`src/rtl/capture_sync_ctrl.sv`:
```
// Capture channel sequencer: filter prescaler, edge-to-edge period timer and
// missing-tooth sync tracker feeding the angle-generation logic.
module capture_sync_ctrl #(
    parameter int TW = 16,
    parameter int CW = 8,
    parameter int PW = 8
) (
    input  logic          clk,
    input  logic          rst,
    input  logic          ena,
    input  logic [PW-1:0] presc_val,
    input  logic [CW-1:0] tooth_total,
    input  logic          edge_in,
    output logic          filt_ena,
    output logic          out_ena,
    output logic [TW-1:0] period,
    output logic          period_valid,
    output logic [CW-1:0] tooth_num,
    output logic          synced,
    output logic          gap,
    output logic          sync_err
);

    typedef enum logic [2:0] {IDLE, FIRST, COLLECT, HUNT, SYNCED} state_t;

    state_t        state, state_n;
    logic [PW-1:0] pcnt;
    logic [TW-1:0] tmr, tmr_n, prev, prev_n, period_n, cur;
    logic [CW-1:0] tooth_n;
    logic          pv_n, synced_n, gap_n, err_n;
    logic          is_gap, expected, ovf;

    assign cur      = tmr + 1'b1;
    // Doubled prev kept at TW+1 bits so a large prev never wraps into a false gap.
    assign is_gap   = {1'b0, cur} > {prev, 1'b0};
    assign expected = (tooth_num == tooth_total - 1'b1);
    assign ovf      = (tmr == '1);
    // >= lets the counter recover at once if presc_val shrinks below it.
    assign filt_ena = ena && (pcnt >= presc_val);

    always_ff @(posedge clk or posedge rst) begin
        if (rst) begin
            pcnt    <= '0;
            out_ena <= 1'b0;
        end else begin
            out_ena <= ena;
            if (!ena || pcnt >= presc_val) pcnt <= '0;
            else                           pcnt <= pcnt + 1'b1;
        end
    end

    always_comb begin
        state_n  = state;
        tmr_n    = tmr;
        prev_n   = prev;
        period_n = period;
        tooth_n  = tooth_num;
        synced_n = synced;
        pv_n     = 1'b0;
        gap_n    = 1'b0;
        err_n    = 1'b0;
        if (!ena) begin
            state_n  = IDLE;
            tmr_n    = '0;
            prev_n   = '0;
            period_n = '0;
            tooth_n  = '0;
            synced_n = 1'b0;
        end else begin
            case (state)
                IDLE: begin
                    tmr_n   = '0;
                    state_n = FIRST;
                end
                FIRST: begin
                    tmr_n = '0;
                    if (edge_in) state_n = COLLECT;
                end
                default: begin
                    if (ovf) begin
                        // Timer overflow wins over a same-cycle edge; re-arm from scratch.
                        err_n    = 1'b1;
                        synced_n = 1'b0;
                        tooth_n  = '0;
                        prev_n   = '0;
                        tmr_n    = '0;
                        state_n  = FIRST;
                    end else begin
                        tmr_n = tmr + 1'b1;
                        if (edge_in) begin
                            tmr_n    = '0;
                            period_n = cur;
                            pv_n     = 1'b1;
                            case (state)
                                COLLECT: begin
                                    prev_n  = cur;
                                    state_n = HUNT;
                                end
                                HUNT: begin
                                    tooth_n = '0;
                                    if (is_gap) begin
                                        gap_n    = 1'b1;
                                        synced_n = 1'b1;
                                        state_n  = SYNCED;
                                    end else begin
                                        prev_n = cur;
                                    end
                                end
                                default: begin
                                    if (is_gap && expected) begin
                                        gap_n   = 1'b1;
                                        tooth_n = '0;
                                    end else if (!is_gap && !expected) begin
                                        tooth_n = tooth_num + 1'b1;
                                        prev_n  = cur;
                                    end else begin
                                        err_n    = 1'b1;
                                        synced_n = 1'b0;
                                        tooth_n  = '0;
                                        prev_n   = cur;
                                        state_n  = HUNT;
                                    end
                                end
                            endcase
                        end
                    end
                end
            endcase
        end
    end

    always_ff @(posedge clk or posedge rst) begin
        if (rst) begin
            state        <= IDLE;
            tmr          <= '0;
            prev         <= '0;
            period       <= '0;
            period_valid <= 1'b0;
            tooth_num    <= '0;
            synced       <= 1'b0;
            gap          <= 1'b0;
            sync_err     <= 1'b0;
        end else begin
            state        <= state_n;
            tmr          <= tmr_n;
            prev         <= prev_n;
            period       <= period_n;
            period_valid <= pv_n;
            tooth_num    <= tooth_n;
            synced       <= synced_n;
            gap          <= gap_n;
            sync_err     <= err_n;
        end
    end

endmodule

```
`config.mk`:
```
export PLATFORM = sky130hd
export DESIGN_NAME = capture_sync_ctrl
export DESIGN_NICKNAME = d
export VERILOG_FILES = /design/src/rtl/capture_sync_ctrl.sv
export SDC_FILE = /design/constraint.sdc
export NUM_CORES = 1
export LEC_CHECK = 0
export CORE_MARGIN = 3
export CORE_UTILIZATION = 51
export CTS_CLUSTER_SIZE = 24
export DETAILED_ROUTE_END_ITERATION = 8
export GPL_TIMING_DRIVEN = 0
export PLACE_DENSITY = 0.77
export SLEW_MARGIN = 20
export SYNTH_ARGS = -nofsm -noshare
export SYNTH_HDL_FRONTEND = slang
export SYNTH_SLANG_ARGS = --single-unit
```
`constraint.sdc`:
```
create_clock -name clk -period 3.9 [get_ports clk]
set_clock_uncertainty 0.15 [all_clocks]
set_input_delay 0.39 -clock clk [delete_from_list [all_inputs] [get_ports clk]]
set_output_delay 0.39 -clock clk [all_outputs]
set_load 0.005 [all_outputs]
```
Word level (Yosys, flattened, before mapping)
Cells that the tools add are included.

Bits in registers: 72. Input port bits: 20. Output and inout bits: 30. Word-level logic and storage cells: 110.

$add $sub $neg: 4. Magnitude comparators: 2. Equal/unequal tests: 20. Muxes and demuxes: 58. Reductions and logical operators: 15.

Operators by type and width (number): $mux W16 (14); $mux W8 (7); $pmux W16 S2 (1); $mux W1 (24); $mux W3 (7); $gt A16 B17 Y1 (1); $add A16 B1 Y16 const B (1); $add A8 B1 Y8 const B (2); $eq A16 B16 Y1 const B (1); $pmux W8 S2 (1); $ne A7 B3 Y1 const B (2); $pmux W3 S2 (2); $eq A8 B8 Y1 (1); $ge A8 B8 Y1 (1); $ne A4 B3 Y1 const B (2); $ne A4 B4 Y1 const B (2); $sub A8 B1 Y8 const B (1); $eq A3 B2 Y1 const B (2); $ne A3 B3 Y1 const B (2); $ne A6 B4 Y1 const B (1); $reduce_and A3 Y1 (2); $reduce_and A6 Y1 (1); $ne A5 B3 Y1 const B (1); $reduce_and A5 Y1 (1); other kinds (12) (19).

Logic depth before layout (Yosys ltp)
Gate-level depths: netlist of run 1.

Word-level depth: 11. Depth in mapped cells: 15. Depth with buffers taken out: 14.

Least setup slack after synthesis of run 1
Ideal clock, no wire load.

Path kind: flip-flop to flip-flop. Start: register tmr[0]. End: register prev[2]. Setup time: 0.142 ns. Arrival: 3.554 ns. Data required time: 3.608 ns. Setup slack: 0.054 ns. Stages on the path, launching flop included: 16. Buffers on the path: 1. Clock period less this slack: 3.846 ns. Path through: dfrtp_1 -> ha_1 -> and4_1 -> and3_1 -> nand2_1 -> xor2_1 -> inv_1 -> ha_1 -> nand4b_1 -> or4_1 -> a21oi_1 -> nor3_1 -> or2_2 -> o21ai_1 -> buf_4 -> o32ai_1.

Cells in the longest elaborated chain, start to end: 7. Elaborated cells between the ends (all ways): 15. Those cells by class: 1 x add/sub; 1 x order compare; 4 x eq/ne; 7 x mux; 2 x reduce/logical.

Ends and longest elaborated chain: start, declared (line 28) `logic [TW-1:0] tmr, tmr_n, prev, prev_n, period_n, cur;`; start signal, assigned (line 145) `tmr <= tmr_n;`; parallel branches: the longest is 7 deep, another holds $gt A16 B17 Y1; end signal, assigned (line 146) `prev <= prev_n;`; end, declared (line 28).

Several ways; the timed one is not identified. The select of a mux whose other input is x is not followed. A chain may end at the register's enable or synchronous reset.

Worst setup path after layout of run 1
Start: register tmr[1]. End: register state[1].

Cells in the longest elaborated chain, start to end: 6. Elaborated cells between the ends (all ways): 14. Those cells by class: 1 x add/sub; 1 x order compare; 5 x eq/ne; 3 x mux; 4 x reduce/logical.

Ends and longest elaborated chain: $add A16 B1 Y16 (line 33) `assign cur = tmr + 1'b1;`; $gt A16 B17 Y1 (line 35) `assign is_gap = {1'b0, cur} > {prev, 1'b0};`; $logic_not A1 Y1 (line 113) `end else if (!is_gap && !expected) begin`; $logic_and A1 B1 Y1 (line 113); $ne A7 B3 Y1 (no source line); $reduce_and A5 Y1 (no source line); end signal, assigned (line 144) `state <= state_n;`; end, declared (line 26) `state_t state, state_n;`.

Several ways; a longest one is shown, not always the timed one.

==> results of run 1 <==
## critical path, cell delays in order (launching register included)
cell	delay, ns
dfrtp_1	0.44
ha_4	0.18
and4_4	0.26
and3_4	0.22
nand3_1	0.13
xnor2_2	0.18
ha_1	0.34
nand4_1	0.15
or4_4	0.60
a21oi_2	0.14
nor3_2	0.09
or3_4	0.42
a211o_1	0.30
a31oi_1	0.18
## through the flow
stage | std cells | util (%) | total power, µW | hold WS (ns)
4_1_cts | 610 | 65.11 | 1894 | 0.2549
3_5_place_dp | 587 | 61.03 | 1295 | 0.3227
2_1_floorplan | 436 | - | 1137 | 0.2714
6_report | 615 | 66.67 | 1919 | 0.2480
3_3_place_gp | 586 | 60.74 | 1280 | 0.3154
5_1_grt | 615 | 66.67 | 2016 | 0.2946
## how the worst max path moves through the flow
stage               endpoint   start  cells past startpoint
floorplan            prev[2]  tmr[0]                     15
global placement     prev[2]  tmr[0]                     15
detailed placement   prev[2]  tmr[0]                     15
CTS                 state[1]  tmr[1]                     13
global route         prev[2]  tmr[1]                     14
finish              state[1]  tmr[1]                     13
## final cells by class
| type | count | area share [%] |
|---|---|---|
| plain buffers | 13 | 1.401 |
| clock buffers | 12 | 2.996 |
| clock inverters | 4 | 0.5557 |
| inverters | 51 | 3.745 |
| multi-input cells | 300 | 42.28 |
| flip-flops and latches | 72 | 34.82 |
| well taps | 102 | 2.464 |
| repair buffers | 61 | 11.74 |
## registers in the layout (all words and copies together), names as in the netlist
register	count
synced	1
prev	16
sync_err	1
gap	1
tooth_num	8
pcnt	8
out_ena	1
period_valid	1
period	16
state	3
tmr	16
## synth_stat cells (8+ instances only)
cell type / number / share of area, %
ha_1: 27 / 8.2
nand4_1: 8 / 1.2
nand3_1: 22 / 2.7
a21oi_1: 13 / 1.6
xnor2_1: 10 / 2.1
clkbuf_1: 9 / 0.82
inv_1: 51 / 4.7
dfrtp_1: 72 / 44
o21ai_0: 26 / 3.2
nor2_1: 27 / 2.5
xor2_1: 19 / 4.0
nand2_1: 42 / 3.8
## cell families after synthesis
kind of cell               after synthesis
AOI/OAI and AO/OA                       97
xor gates and xnor gates                29
adders and majority gates               27
buffers and inverters                   64
DFF                                     72
muxes                                    4
and+or+nand+nor                        143
## what timing repair did
item / 4_1_cts / 5_1_grt
pin swaps: 4 / 6
setup endpoints to repair: 30 / 30
gates resized for setup: 17 / 14
hold buffers: 0 / 0
cloned: 0 / 1
setup buffers: 7 / 4
## report_power, final
group          internal [µW]  switching (µW)  leakage, µW
clock                    266             281    0.0000886
combinational            226             321      0.00125
sequential               784            41.3     0.000995
total                   1280             643      0.00233
## per-layer routing
| layer | vias up | global-route usage (%) |
|---|---|---|
| li1 | 1685 | - |
| met1 | 1695 | 30.64 |
| met2 | 94 | 36.48 |
| met3 | 14 | 4.613 |
| met4 | 0 | 9.005 |
| met5 | - | 0 |
==> metrics, run 1 <==
Synth Net Count=483; Synth async-reset ratio=between 90% and 100%; DR vias/cell=5.672; Die X=95.78 µm; final worst setup slack=0.03542 ns; Total Wirelength=9919 µm; DR iter-0 viols=~230; Die Y=95.78 µm; filler cell count=596; Area Growth Syn to Fin=26.00%; antenna viol nets, final=0; leakage=0.002332 µW; vias=between 3,000 and 4,000; # nets final=555; max layer used=met4; class of the worst hold path=in -> async; WS Path Type=reg -> reg; die area=about 9200 µm²; synth unique cells=55; first-pass GRT wire length=16,100 µm; max cap viols=0; xor and xnor area share after synthesis=under 10%; Post-synth EDFFs=0; Core Area=7767 µm²; final instance area=5179 µm²; worst-margin pin slew=0.9610 ns; metal2 WL=~5000 µm; vias in the first global route=3,411; cell count after synthesis=approximately 440; CTS root buf=clkbuf_8; Clk pin slew, worst setup/hold paths=0.07 ns; synthesized area per cell=9.427 µm²; TritonRoute pass-1 iters=5; FF-to-FF End=state[1]; Post-Syn Area=4110 µm²; Worst VDD drop=268.3 µV; initial core utilization=about 53%; share of cells above drive strength 1=13.45%; Slew HR=between 30% and 40%; status=completed; crit-path max FO=6; maximum clock rate=about 0.26 GHz; most frequent cells in the layout=dfrtp_1, inv_1, clkdlybuf4s50_1; Post-Synth Simple-Gate Area=17.53%; TNS Setup=0 ns; CTS buffer count=9; H-tree lvl count=3; pre-CTS WS=-0.6437 ns; input/output buffers=48; min cycle time layout=3.865 ns; Met3 Routed Length=between 400 and 500 µm; Crit. End Element=flop; Max Slew Vio Count=0; Ant. Diodes=0; drt wl/cell=roughly 16 µm; Congestion Overflow GR=0; GPL Wtd Cong=0.8726; Worst Path Required=4.01 ns; FF+latch count, synth=~70; clock latency on the worst-skew pair=0.35 ns; Storage cell area=1803 µm²; hpwl dp=6803 µm; CTS tree=yes; WP data arrival=3.98 ns; R2R Path Start=tmr[1]; Compound-Gate Fraction of Synth Area=17.08%; DRC=0; final hold viol count=0; reg2reg setup slack=0.04 ns; CTS max path bufs=2; PD cells=370.6 nW/µm²; largest net degree at the start of global routing=41; synth warn=0; multi-input logic area=about 2200 µm²; met1 WL=about 4300 µm; placed inst area=4741 µm²; std cell rows=32; fin crit share=99.09%; total clock sinks=72; post-synthesis adder-cell area fraction=8.219%; Total GRT Usage=a little under a quarter; most common cell after layout, fill and taps aside=dfrtp_1; mux share of post-synthesis cell area=0.9741%; Worst Setup Start Kind=flop; Seq/Total Area, Yosys=about 44%; reg2reg path depth=13; final setup fails=0; initial antenna violation count=0; dominant synthesized flop cell=dfrtp_1; largest family of logic cells by synthesized area=simple AND/OR/NAND/NOR gates; IO Pins=50
No activity file was read; power rests on OpenSTA's default activity.
==> run 2, diff against run 1 <==
--- a/config.mk
+++ b/config.mk
@@ -10,7 +10,7 @@
 export CTS_CLUSTER_SIZE = 24
 export DETAILED_ROUTE_END_ITERATION = 8
 export GPL_TIMING_DRIVEN = 0
-export PLACE_DENSITY = 0.77
+export PLACE_DENSITY = 0.84
 export SLEW_MARGIN = 20
 export SYNTH_ARGS = -nofsm -noshare
 export SYNTH_HDL_FRONTEND = slang
==> run 2 against run 1 <==
Net effect:
- the run now ends with negative setup slack left
- clock power fell by 2%
- critical path depth rose by 1
- fmax fell by 1.3%
- clock-buffer cell count did not move
- via count rose by 4.0%
- routed wire length rose by 8.0%
- worst hold slack got worse by 0.086 ns
- cell count rose by 0.98%
- critical path type unchanged
- largest cell class unchanged
==> metrics, run 2 (synthesis gave the netlist of run 1 again) <==
share of cells above drive strength 1=14.26%; DR iter-0 viols=235; failing checks=negative setup slack; WP data arrival=between 3 and 4 ns; die area=approximately 9000 µm²; # nets final=562; Total Wirelength=10,710 µm; CP startpoint=tmr[1]; Clk pin slew, worst setup/hold paths=0.07 ns; vias=3,628; DR vias/cell=5.842; max cap viols=0; Die Y=95.78 µm; CTS max path bufs=2; crit-path max FO=10; reg2reg setup slack=-0.01 ns; final worst setup slack=-0.01368 ns; Tot Pwr=1915 µW; input/output buffers=48; Top Registers=period x16, prev x16, tmr x16; WS Path Type=reg -> reg; Worst Setup Start Kind=flop; initial antenna violation count=0; reg2reg path depth=14; Crit. End Element=flop; maximum clock rate=0.2555 GHz; FF-to-FF End=tooth_num[2]; status=finished, violations left; class of the worst hold path=in -> async; hpwl dp=6968 µm; min cycle time layout=3.914 ns; Total GRT Usage=23.69%; final core utilization=67.28%; most frequent cells in the layout=dfrtp_1, inv_1, clkdlybuf4s50_1; Non-Filler Instances=between 600 and 700; Hold Buf Count CTS=0; first-pass GRT wire length=16,860 µm; CTS root buf=clkbuf_8; Slew HR=42.12%; drt wl/cell=17.25 µm; worst-margin pin slew=0.8660 ns; DRC=0; Worst VDD drop=about 290 µV; CTS tree=yes; placed cell count=roughly 590; vias in the first global route=3,561; Ant. Diodes=0; Die X=95.78 µm; std cell rows=32; Area Growth Syn to Fin=27.15%; final setup fails=1; most common cell after layout, fill and taps aside=dfrtp_1; TNS Setup=-0.01368 ns; R2R Path Start=tmr[1]; H-tree lvl count=3; initial core utilization=between 50% and 60%; Worst Path Required=about 4.0 ns; Hold WS=between 0.15 and 0.2 ns; Congestion Overflow GR=0; IO Pins=50; Core Area=7767 µm²; fin crit share=100.4%; PD cells=366.5 nW/µm²; antenna viol nets, final=0; TritonRoute pass-1 iters=5; final hold viol count=0; largest net degree at the start of global routing=57; leakage=0.002364 µW; CTS buffer count=9; GPL Wtd Cong=~0.89; clock latency on the worst-skew pair=0.36 ns; Max Slew Vio Count=0; total clock sinks=72
run 2: power by group:
group	switching [µW]	internal (µW)
clock network	275	260
logic	336	216
registers	44.1	784
total	656	1260
run 2: cell type report:
type                            instances  area, µm²
Timing Repair Buffer                   68      650.6
Inverter                               51      193.9
Clock buffer                           12      155.1
Sequential cell                        72       1803
Buffer                                 13      68.82
Fill cell                             558       2541
Tap cell                              102      127.6
Clock inverter                          3      17.52
Multi-Input combinational cell        300       2210
run 2: critical path, cell delays in order (launching register included):
cell      delay [ns]
dfrtp_1         0.42
ha_4            0.18
and4_4          0.26
and3_4          0.22
nand3_1         0.12
xnor2_2         0.18
ha_1            0.33
nand4_1         0.14
or4_4           0.59
a21oi_2         0.14
nor3_2          0.10
or2_4           0.30
clkbuf_4        0.20
a31oi_1         0.29
mux2i_1         0.15
run 2: layer usage:
layer | routed length [µm] | GRT usage (%)
met5 | 0 | 0
met3 | 575 | 4.457
met2 | 5436 | 39.84
met1 | 4401 | 29.90
met4 | 299 | 10.07
run 2: how the worst max path moves through the flow:
stage / end / slack (ns) / cells after the start
finish: tooth_num[2] / -0.01 / 14
detailed placement: prev[3] / -0.65 / 15
global placement: prev[2] / -0.56 / 15
floorplan: prev[2] / 0.05 / 15
CTS: state[1] / 0.02 / 13
global route: tooth_num[2] / -0.14 / 15
run 2: what timing repair did:
item	in CTS	in global routing
endpoints found under the setup margin	30	30
resized for setup	20	13
setup buffers	5	14
pin swaps	2	8
run 2: metrics by stage:
step	area [µm²]	setup slack (ns)
after floorplan	4110	0.05383
after global placement	4718	-0.5633
after detailed placement	4748	-0.6543
after CTS	5060	0.02252
after global routing	5226	-0.1381
final	5226	-0.01368
==> run 3, diff against run 2 <==
--- a/config.mk
+++ b/config.mk
@@ -5,11 +5,12 @@
 export SDC_FILE = /design/constraint.sdc
 export NUM_CORES = 1
 export LEC_CHECK = 0
-export CORE_MARGIN = 3
+export CORE_MARGIN = 1.5
 export CORE_UTILIZATION = 51
 export CTS_CLUSTER_SIZE = 24
 export DETAILED_ROUTE_END_ITERATION = 8
 export GPL_TIMING_DRIVEN = 0
+export HOLD_SLACK_MARGIN = 0.02
 export PLACE_DENSITY = 0.84
 export SLEW_MARGIN = 20
 export SYNTH_ARGS = -nofsm -noshare
==> run 3 against run 2 <==
Net effect:
- the flow now finishes without violations
- clock power up 37%
- sequential share of layout area decreased by 0.16 points
- setup slack gained 0.078 ns
- cell area is 0.46% higher
- die area is 6.2% lower
- fmax increased by 2.0%
- flip-flop and latch count unchanged
- critical path depth did not move
- core utilization up 0.31 points
- routed wire length fell by 0.63%
==> metrics, run 3 (synthesis gave the netlist of run 1 again) <==
final setup fails=0; TNS Setup=0 ns; Worst Path Required=4.02 ns; Total GRT Usage=between 20 and 30%; Core Area=7767 µm²; Area Growth Syn to Fin=27.73%; most frequent cells in the layout=dfrtp_1, inv_1, clkdlybuf4s50_1; vias=3,664; total clock sinks=just over 70; final instance area=5250 µm²; largest net degree at the start of global routing=57; DR iter-0 viols=313; die area=8607 µm²; Congestion Overflow GR=0; Slew HR=31.03%; crit path cell chain=and4_2 -> nand2_1 -> nor2_4 -> nand3_1 -> xor2_2 -> inv_1 -> ha_1 -> nand4b_1 -> or4_4 -> a21oi_2 -> nor3_2 -> or3_4 -> a211o_1 -> a31oi_1; Critical Path Slowest Stage Cell=or4_4; DR vias/cell=between 5 and 6; max cap viols=0; Storage cell area=between 1500 and 2000 µm²; Top Registers=period x16, prev x16, tmr x16; maximum clock rate=0.2607 GHz; hpwl dp=6931 µm; Total Wirelength=10,640 µm; Die X=92.78 µm; antenna viol nets, final=0; PD cells=401.7 nW/µm²; initial antenna violation count=0; vias in the first global route=3,635; Max Slew Vio Count=0; TritonRoute pass-1 iters=6; GPL Wtd Cong=0.8590; placed cell count=roughly 600; min cycle time layout=3.836 ns; leakage=0.002379 µW; CTS tree=yes; final core utilization=about two thirds; CTS buffer count=9; WS Path Type=reg -> reg; std cell rows=32; filler cell count=585; drt wl/cell=17.20 µm; max incr delay on CP=0.50 ns; input/output buffers=between 40 and 50; DRC=0; Worst Setup Start Kind=flop; CP top delay family=simple AND/OR/NAND/NOR gates; fin crit share=between 90% and 100%; Die Y=just over 90 µm; initial core utilization=52.92%; CTS root buf=clkbuf_8; class of the worst hold path=in -> async; placed inst area=4748 µm²; Worst Path Buf+Inv=1; CTS max path bufs=2; most common cell after layout, fill and taps aside=dfrtp_1; status=completed; Hold Buf Count CTS=0; H-tree lvl count=3; worst-margin pin slew=1.032 ns; # nets final=559; Worst VDD drop=247.5 µV; Crit. End Element=flop; Clk pin slew, worst setup/hold paths=0.08 ns; share of cells above drive strength 1=roughly 14%; WP data arrival=3.96 ns; multi-input logic area=2186 µm²; clock latency on the worst-skew pair=0.36 ns; first-pass GRT wire length=17,000 µm; Ant. Diodes=0; IO Pins=50; final hold viol count=0; crit-path max FO=6; Non-Filler Instances=619
[run 3: final cells by class]
cell class | instances | area share [%]
buffer | 13 | 1.263
clock buffer | 11 | 2.693
clock inverter | 5 | 1.978
inverter | 51 | 3.694
multi-input combinational | 300 | 41.63
sequential | 72 | 34.34
tap | 102 | 2.431
timing repair buffer | 65 | 11.96
[run 3: worst paths after layout]
| kind | from | endpoint | slack (ns) | cells after the start |
|---|---|---|---|---|
| max | tmr[6] | state[1] | 0.06 | 14 |
| min | rst | period[14] | 0.16 | 2 |
| max reg2reg | tmr[6] | state[1] | 0.06 | 14 |
| min reg2reg | period[10] | period[10] | 0.34 | 2 |
| max in group asynchronous | rst | tmr[0] | 2.88 | 3 |
| min in group clk | period[10] | period[10] | 0.34 | 2 |
[run 3: metal layers]
| metal | track usage [%] | vias up | share of wire [%] |
|---|---|---|---|
| li1 | - | 1694 | - |
| met3 | 3.941 | 32 | 5.6 |
| met1 | 32.09 | 1790 | 43 |
| met5 | 0 | - | 0 |
| met2 | 43.19 | 148 | 49 |
| met4 | 9.596 | 0 | 2.6 |
[run 3: power breakdown]
part	switching (µW)	total [µW]	internal (µW)
Sequential	42.8	826	784
Clock	291	734	443
Combinational	330	549	219
[run 3: stage by stage]
stage | total power [µW] | hold slack [ns] | setup WS (ns)
after floorplan | 1137 | 0.2714 | 0.05383
after global placement | 1275 | 0.3149 | -0.5662
after detailed placement | 1295 | 0.3235 | -0.6275
after CTS | 2075 | 0.1676 | 0.03399
after global routing | 2185 | 0.2006 | -0.05690
final | 2109 | 0.1607 | 0.06416
[run 3: worst register-to-register path: cells and delay by family (launching register included)]
kind / cells / cell delay [ns]
simple gates: 8 / 1.91
compound gates: 3 / 0.61
xor+xnor: 1 / 0.27
flops: 1 / 0.40
fa+ha+maj: 1 / 0.32
buf+inv: 1 / 0.08
[run 3: timing repair]
| action | in CTS | in global routing |
|---|---|---|
| pin swaps | 3 | 5 |
| gates resized for setup | 20 | 9 |
| setup endpoints to repair | 30 | 28 |
| buffers inserted | 7 | 9 |
